==> config.mk <==
export PLATFORM = sky130hd
export DESIGN_NAME = count_step_gen
export DESIGN_NICKNAME = d
export VERILOG_FILES = /design/src/rtl/count_step_gen.sv
export SDC_FILE = /design/constraint.sdc
export NUM_CORES = 1
export LEC_CHECK = 0
export CELL_PAD_IN_SITES_DETAIL_PLACEMENT = 0
export CELL_PAD_IN_SITES_GLOBAL_PLACEMENT = 1
export CORE_AREA = 2 2 117 74
export DETAILED_ROUTE_END_ITERATION = 6
export DIE_AREA = 0 0 119 76
export DONT_BUFFER_PORTS = 1
export PLACE_DENSITY = 0.77
export SETUP_SLACK_MARGIN = 0.05
export SKIP_CTS_REPAIR_TIMING = 1
export SKIP_LAST_GASP = 1
export SLEW_MARGIN = 10
export SYNTH_ARGS = -nofsm -noshare
export SYNTH_HDL_FRONTEND = slang
export SYNTH_SLANG_ARGS = --single-unit
==> constraint.sdc <==
create_clock -name clk -period 2.55 [get_ports clk]
set_input_delay 0.51 -clock clk [delete_from_list [all_inputs] [get_ports clk]]
set_output_delay 0.51 -clock clk [all_outputs]
set_load 0.02 [all_outputs]
==> src/rtl/count_step_gen.sv <==
// count_step_gen: synchronises and debounces the step/mode push-buttons and
// produces a single-cycle step_en pulse for the downstream 3-bit counter,
// either once per step press (MANUAL) or every TICK_DIV cycles (AUTO).
//
// state  | meaning
// -------+-------------------------------------------------------------
// MANUAL | step_en follows debounced btn_step presses; prescaler held 0
// AUTO   | step_en pulses every TICK_DIV cycles; btn_step presses ignored
module count_step_gen #(
  parameter int DEBOUNCE_CYCLES = 1_000_000,
  parameter int TICK_DIV        = 100_000_000
) (
  input  logic clk,
  input  logic rstn,
  input  logic btn_step,
  input  logic btn_mode,
  output logic step_en,
  output logic auto_mode
);

  localparam int DB_W = $clog2(DEBOUNCE_CYCLES);
  localparam int PS_W = $clog2(TICK_DIV);
  localparam logic [DB_W-1:0] DB_LAST = DB_W'(DEBOUNCE_CYCLES - 1);
  localparam logic [PS_W-1:0] PS_LAST = PS_W'(TICK_DIV - 1);

  typedef enum logic {
    MANUAL = 1'b0,
    AUTO   = 1'b1
  } mode_t;

  // Bit 0 carries the step button, bit 1 the mode button.
  logic [1:0]      sync1;
  logic [1:0]      sync2;
  logic [1:0]      db;
  logic [1:0]      db_d;
  logic [1:0]      press;
  logic [DB_W-1:0] db_cnt [2];

  mode_t           state_q;
  mode_t           state_n;
  logic [PS_W-1:0] presc_q;
  logic [PS_W-1:0] presc_n;
  logic            step_n;

  // Two-flop synchronisers for the raw asynchronous buttons.
  always_ff @(posedge clk) begin
    if (!rstn) begin
      sync1 <= '0;
      sync2 <= '0;
    end else begin
      sync1 <= {btn_mode, btn_step};
      sync2 <= sync1;
    end
  end

  // Debounce: flip only after DEBOUNCE_CYCLES consecutive disagreeing samples.
  always_ff @(posedge clk) begin
    if (!rstn) begin
      db        <= '0;
      db_cnt[0] <= '0;
      db_cnt[1] <= '0;
    end else begin
      for (int i = 0; i < 2; i++) begin
        if (sync2[i] == db[i]) begin
          db_cnt[i] <= '0;
        end else if (db_cnt[i] == DB_LAST) begin
          db[i]     <= ~db[i];
          db_cnt[i] <= '0;
        end else begin
          db_cnt[i] <= db_cnt[i] + DB_W'(1);
        end
      end
    end
  end

  // Registered rising-edge detect of the debounced levels; releases are dropped.
  always_ff @(posedge clk) begin
    if (!rstn) begin
      db_d  <= '0;
      press <= '0;
    end else begin
      db_d  <= db;
      press <= db & ~db_d;
    end
  end

  // Mode state, prescaler and step pulse registers.
  always_ff @(posedge clk) begin
    if (!rstn) begin
      state_q <= MANUAL;
      presc_q <= '0;
      step_en <= 1'b0;
    end else begin
      state_q <= state_n;
      presc_q <= presc_n;
      step_en <= step_n;
    end
  end

  // Next-state logic; a mode press always beats a tick or a step press.
  always_comb begin
    state_n = state_q;
    presc_n = presc_q;
    step_n  = 1'b0;
    case (state_q)
      MANUAL: begin
        presc_n = '0;
        if (press[1]) begin
          state_n = AUTO;
        end else if (press[0]) begin
          step_n = 1'b1;
        end
      end
      AUTO: begin
        if (press[1]) begin
          state_n = MANUAL;
          presc_n = '0;
        end else if (presc_q == PS_LAST) begin
          step_n  = 1'b1;
          presc_n = '0;
        end else begin
          presc_n = presc_q + PS_W'(1);
        end
      end
      default: begin
        state_n = MANUAL;
        presc_n = '0;
      end
    endcase
  end

  assign auto_mode = (state_q == AUTO);

endmodule

# Word level (Yosys, flattened, before mapping)
# Memory sizes are Yosys's and may differ from the RTL's.
# Index checks and enable logic that the tools add are counted.
# word_totals
register_bits	39
latch_bits	0
ramBits	40
rom_bits	0
inputBits	4
elab_cells	73
memories	1
# memory_table
memory	words	width	rd	rd_ports_with_merged_regs	wr	line	source
db_cnt	2	20	2	0	2	37	logic [DB_W-1:0] db_cnt [2];
# op_classes
add_sub_neg	3
multipliers	0
n_div	0
n_lt_le_gt_ge	0
n_eq_ne	5
n_shift	0
muxes	40
bitwise	13
reduce_logical	2
# ops
operator	count
$mux W20	6
$mux W27	2
$pmux W27 S2	1
$add A20 B1 Y20 const B	2
$eq A20 B20 Y1 const B	2
$mux W1	29
$add A27 B1 Y27 const B	1
$eq A27 B27 Y1 const B	1
$or A1 B1 Y1	6
$not A1 Y1	5
$pmux W1 S2	2
$reduce_and A2 Y1	2
$and A2 B2 Y2	1
$eq A1 B1 Y1	2
$not A2 Y2	1

# Longest topological paths before layout
# depth
ltp_word	7
mapped_depth	8
mapped_depth_nobuf	6

# Worst setup path before layout
# No wires, ideal clock.
# synth_path
kind	register to register
startpoint	memory db_cnt[1][0] in the netlist's numbering
endpoint	memory db_cnt[1][10] in the netlist's numbering (data pin)
arrival_time_ns	1.632
t_required_ns	2.412
path_slack_ns	0.780
path_stages_with_launch	9
n_path_buf	2
period_less_slack_ns	1.770
cell_sequence	edfxtp_1 -> ha_1 -> nand3_1 -> nor2_1 -> and4_1 -> or2_1 -> buf_4 -> buf_4 -> nor2_1
# synth_lines
item	line
start: declaration	37

==> reports/metrics.yaml <==
topRoutingLayerUsed: "met4"
firstDrtPassIters: 4
postSynthAreaPerCell_sq_um: 10.26
clk_latency_ns: 0.33
crit_type: "reg2reg"
preCtsSetupSlack_ns: 0.4623
coreArea_sq_um: 8100
numPortBuffers: 0
rr_startpoint: "db_cnt[1][0]$_SDFFCE_PN0P_"
worstHoldPathType: "in2reg"
reg2reg_depth: 7
wl_met2_mm: 2.557
globalplace.congestion: 0.7932
grt_start_max_net_pins: 24
power.leakage_uw: 0.001523
ant_nets: 0
via_per_inst: 4.845
layout_commonest_cell: "nor2_1"
io_pins: 6
wl_met3_microns: 299
tns_ns: 0
clock_sinks: 79
crit_chain: "ha_1, nand3_1, nor2_1, and4_1, or2_1, buf_4, nor2_1"
root_buffer: "clkbuf_16"
cts.clk_slew.worst_paths_ns: 0.06
hold_viol_final: 0
fin_skew_ns: 0.006006
ys_top_cells_by_area: "edfxtp_1 (31%), dfxtp_1 (20%), xor2_1 (7.0%)"
finalWorstSetupSlack_ns: 0.4766
worst_slew_pin_slew_ns: 0.5807
syn_inst: 379
grt.overflow.total: 0
clk_path_buf_depth: 2
ys_seq_area_share_pct: 50.98
grt_pass1_vias: 2493
r2r_end: "db_cnt[1][14]$_SDFFCE_PN0P_"
setup_viol: 0
hold-path-cell-count: 1
synth_cell_types: 49
cp-start-kind: "flop"
cp_common_cell: "nor2_1"
power.density_nw_per_um2: 633.3
die_y_microns: 76
crit_path_end_kind: "flop"
cp_data_required_time_ns: 2.63
period_minus_slack_ns: 2.073
htreeDepth: 3
m1WireLength_mm: 3.785
drv_slew: 0
mappedNetlistArea_sq_um: 3887
layout_common_cells: "nor2_1 (72), edfxtp_1 (40), conb_1 (40)"
worst-r2r-setup-slack_ns: 0.48
diodes: 0
areaGrowthSynthToFinish_pct: 13.78
rows: 26
dpl.cell_count: 521
timing.final.crit_share_pct: 81.31
hp-start: "rstn"
drt_iter0_drc: 228
synthFlopType: "edfxtp_1"
grt_pass1_wl_mm: 12.03
synth_top_area_share_pct: 30.90
antenna_found_initial: 0
slew_headroom_pct: 60.93
hpwlAfterDp_mm: 4.882
arrival_ns: 2.15
status: "finished, final reports clean"
via_count: 2602
wl_per_cell_microns: 12.53
routed_wl_mm: 6.728
drive_gt1_share_pct: 7.765
start_util_pct: 47.99
p_total_uw: 2801
fin_nets: 428
cts-buffers-inserted: 9
synth_warnings: 0
cts_tree: "yes"
vdd_drop_max_mv: 0.3540
critPathMaxFanout: 11
rsz0062_at_grt: "false"
grt_usage_pct: 16.95
crit_path_max_incr_delay_ns: 0.39
holdPathEnd: "sync1[0]$_SDFF_PN0_"
ys_seq_elements: 79
die-area_sq_um: 9044
fin_cells: 537
max-cap-violations: 0
yosys.area.top_type: "edfxtp_1"
ys_async_sr_fraction_pct: 0
fmax_ghz: 0.4823
synth_edf_count: 40
die_w_microns: 119
cp_slowest_cell: "edfxtp_1"
drc: 0
Yosys cell counts, types with 5 or more instances:
| master | instances |
|---|---|
| dfxtp_1 | 39 |
| edfxtp_1 | 40 |
| nor2b_1 | 6 |
| inv_1 | 7 |
| and2_1 | 7 |
| xnor2_1 | 28 |
| nor3_1 | 5 |
| nand4_1 | 16 |
| nand2_1 | 23 |
| nor2_1 | 72 |
| xor2_1 | 31 |
| nand3_1 | 28 |
| and3_1 | 11 |
| and4_1 | 6 |
cell type report:
cell class / count / area (sq um)
inverters: 7 / 26.28
well taps: 112 / 140.1
clock buffers: 12 / 246.5
clock inverters: 4 / 68.82
multi-input cells: 322 / 1952
flip-flops and latches: 79 / 1982
fillers: 717 / 3677
repair buffers: 1 / 7.507
worst max-delay path: cells and delay by family (launching register included):
kind / cells / cell delay, ns
fa+ha+maj: 1 / 0.20
buf+inv: 1 / 0.24
flops: 1 / 0.39
simple gates: 5 / 1.00
power by group:
group	switching (uW)	internal [uW]
clock network	472	879
registers	32.6	1360
logic	29.7	23.1
total	534	2270
how the worst max path moves through the flow:
stage          cells past startpoint                        from                          end
6_report                           7  db_cnt[1][0]$_SDFFCE_PN0P_  db_cnt[1][14]$_SDFFCE_PN0P_
5_1_grt                            7  db_cnt[1][0]$_SDFFCE_PN0P_  db_cnt[1][14]$_SDFFCE_PN0P_
4_1_cts                            7  db_cnt[1][0]$_SDFFCE_PN0P_  db_cnt[1][14]$_SDFFCE_PN0P_
3_5_place_dp                       7  db_cnt[1][0]$_SDFFCE_PN0P_  db_cnt[1][14]$_SDFFCE_PN0P_
3_3_place_gp                       7  db_cnt[1][0]$_SDFFCE_PN0P_   db_cnt[1][2]$_SDFFCE_PN0P_
2_1_floorplan                      8  db_cnt[1][0]$_SDFFCE_PN0P_  db_cnt[1][10]$_SDFFCE_PN0P_
sequential cells by signal, indices dropped and copies added, names as in the netlist:
| name | count |
|---|---|
| auto_mode | 1 |
| presc_q | 27 |
| press | 2 |
| db | 2 |
| db_d | 2 |
| sync2 | 2 |
| step_en | 1 |
| db_cnt | 40 |
| sync1 | 2 |
stage by stage:
step / hold slack (ns) / cell area, sq um / utilization, %
floorplan: 0.3674 / 4034 / -
global placement: 0.3720 / 4108 / 50.71
detailed placement: 0.3779 / 4108 / 50.71
CTS: 0.2867 / 4423 / 54.60
global route: 0.2876 / 4423 / 54.60
finish: 0.3009 / 4423 / 54.60
kinds of logic after synthesis:
group / share of synthesized area [%]
AOI/OAI and AO/OA: 2.221
DFF: 50.98
xor gates and xnor gates: 13.29
other: 0.09646
adders and majority gates: 1.287
muxes: 0.2575
and+or+nand+nor: 29.29
buffers and inverters: 2.575
routing by layer:
| layer | track usage, % | vias up |
|---|---|---|
| li1 | - | 1369 |
| met2 | 21.09 | 42 |
| met5 | 0 | - |
| met3 | 5.464 | 9 |
| met4 | 7.024 | 0 |
| met1 | 26.38 | 1182 |
(Power assumes the default switching activity.)
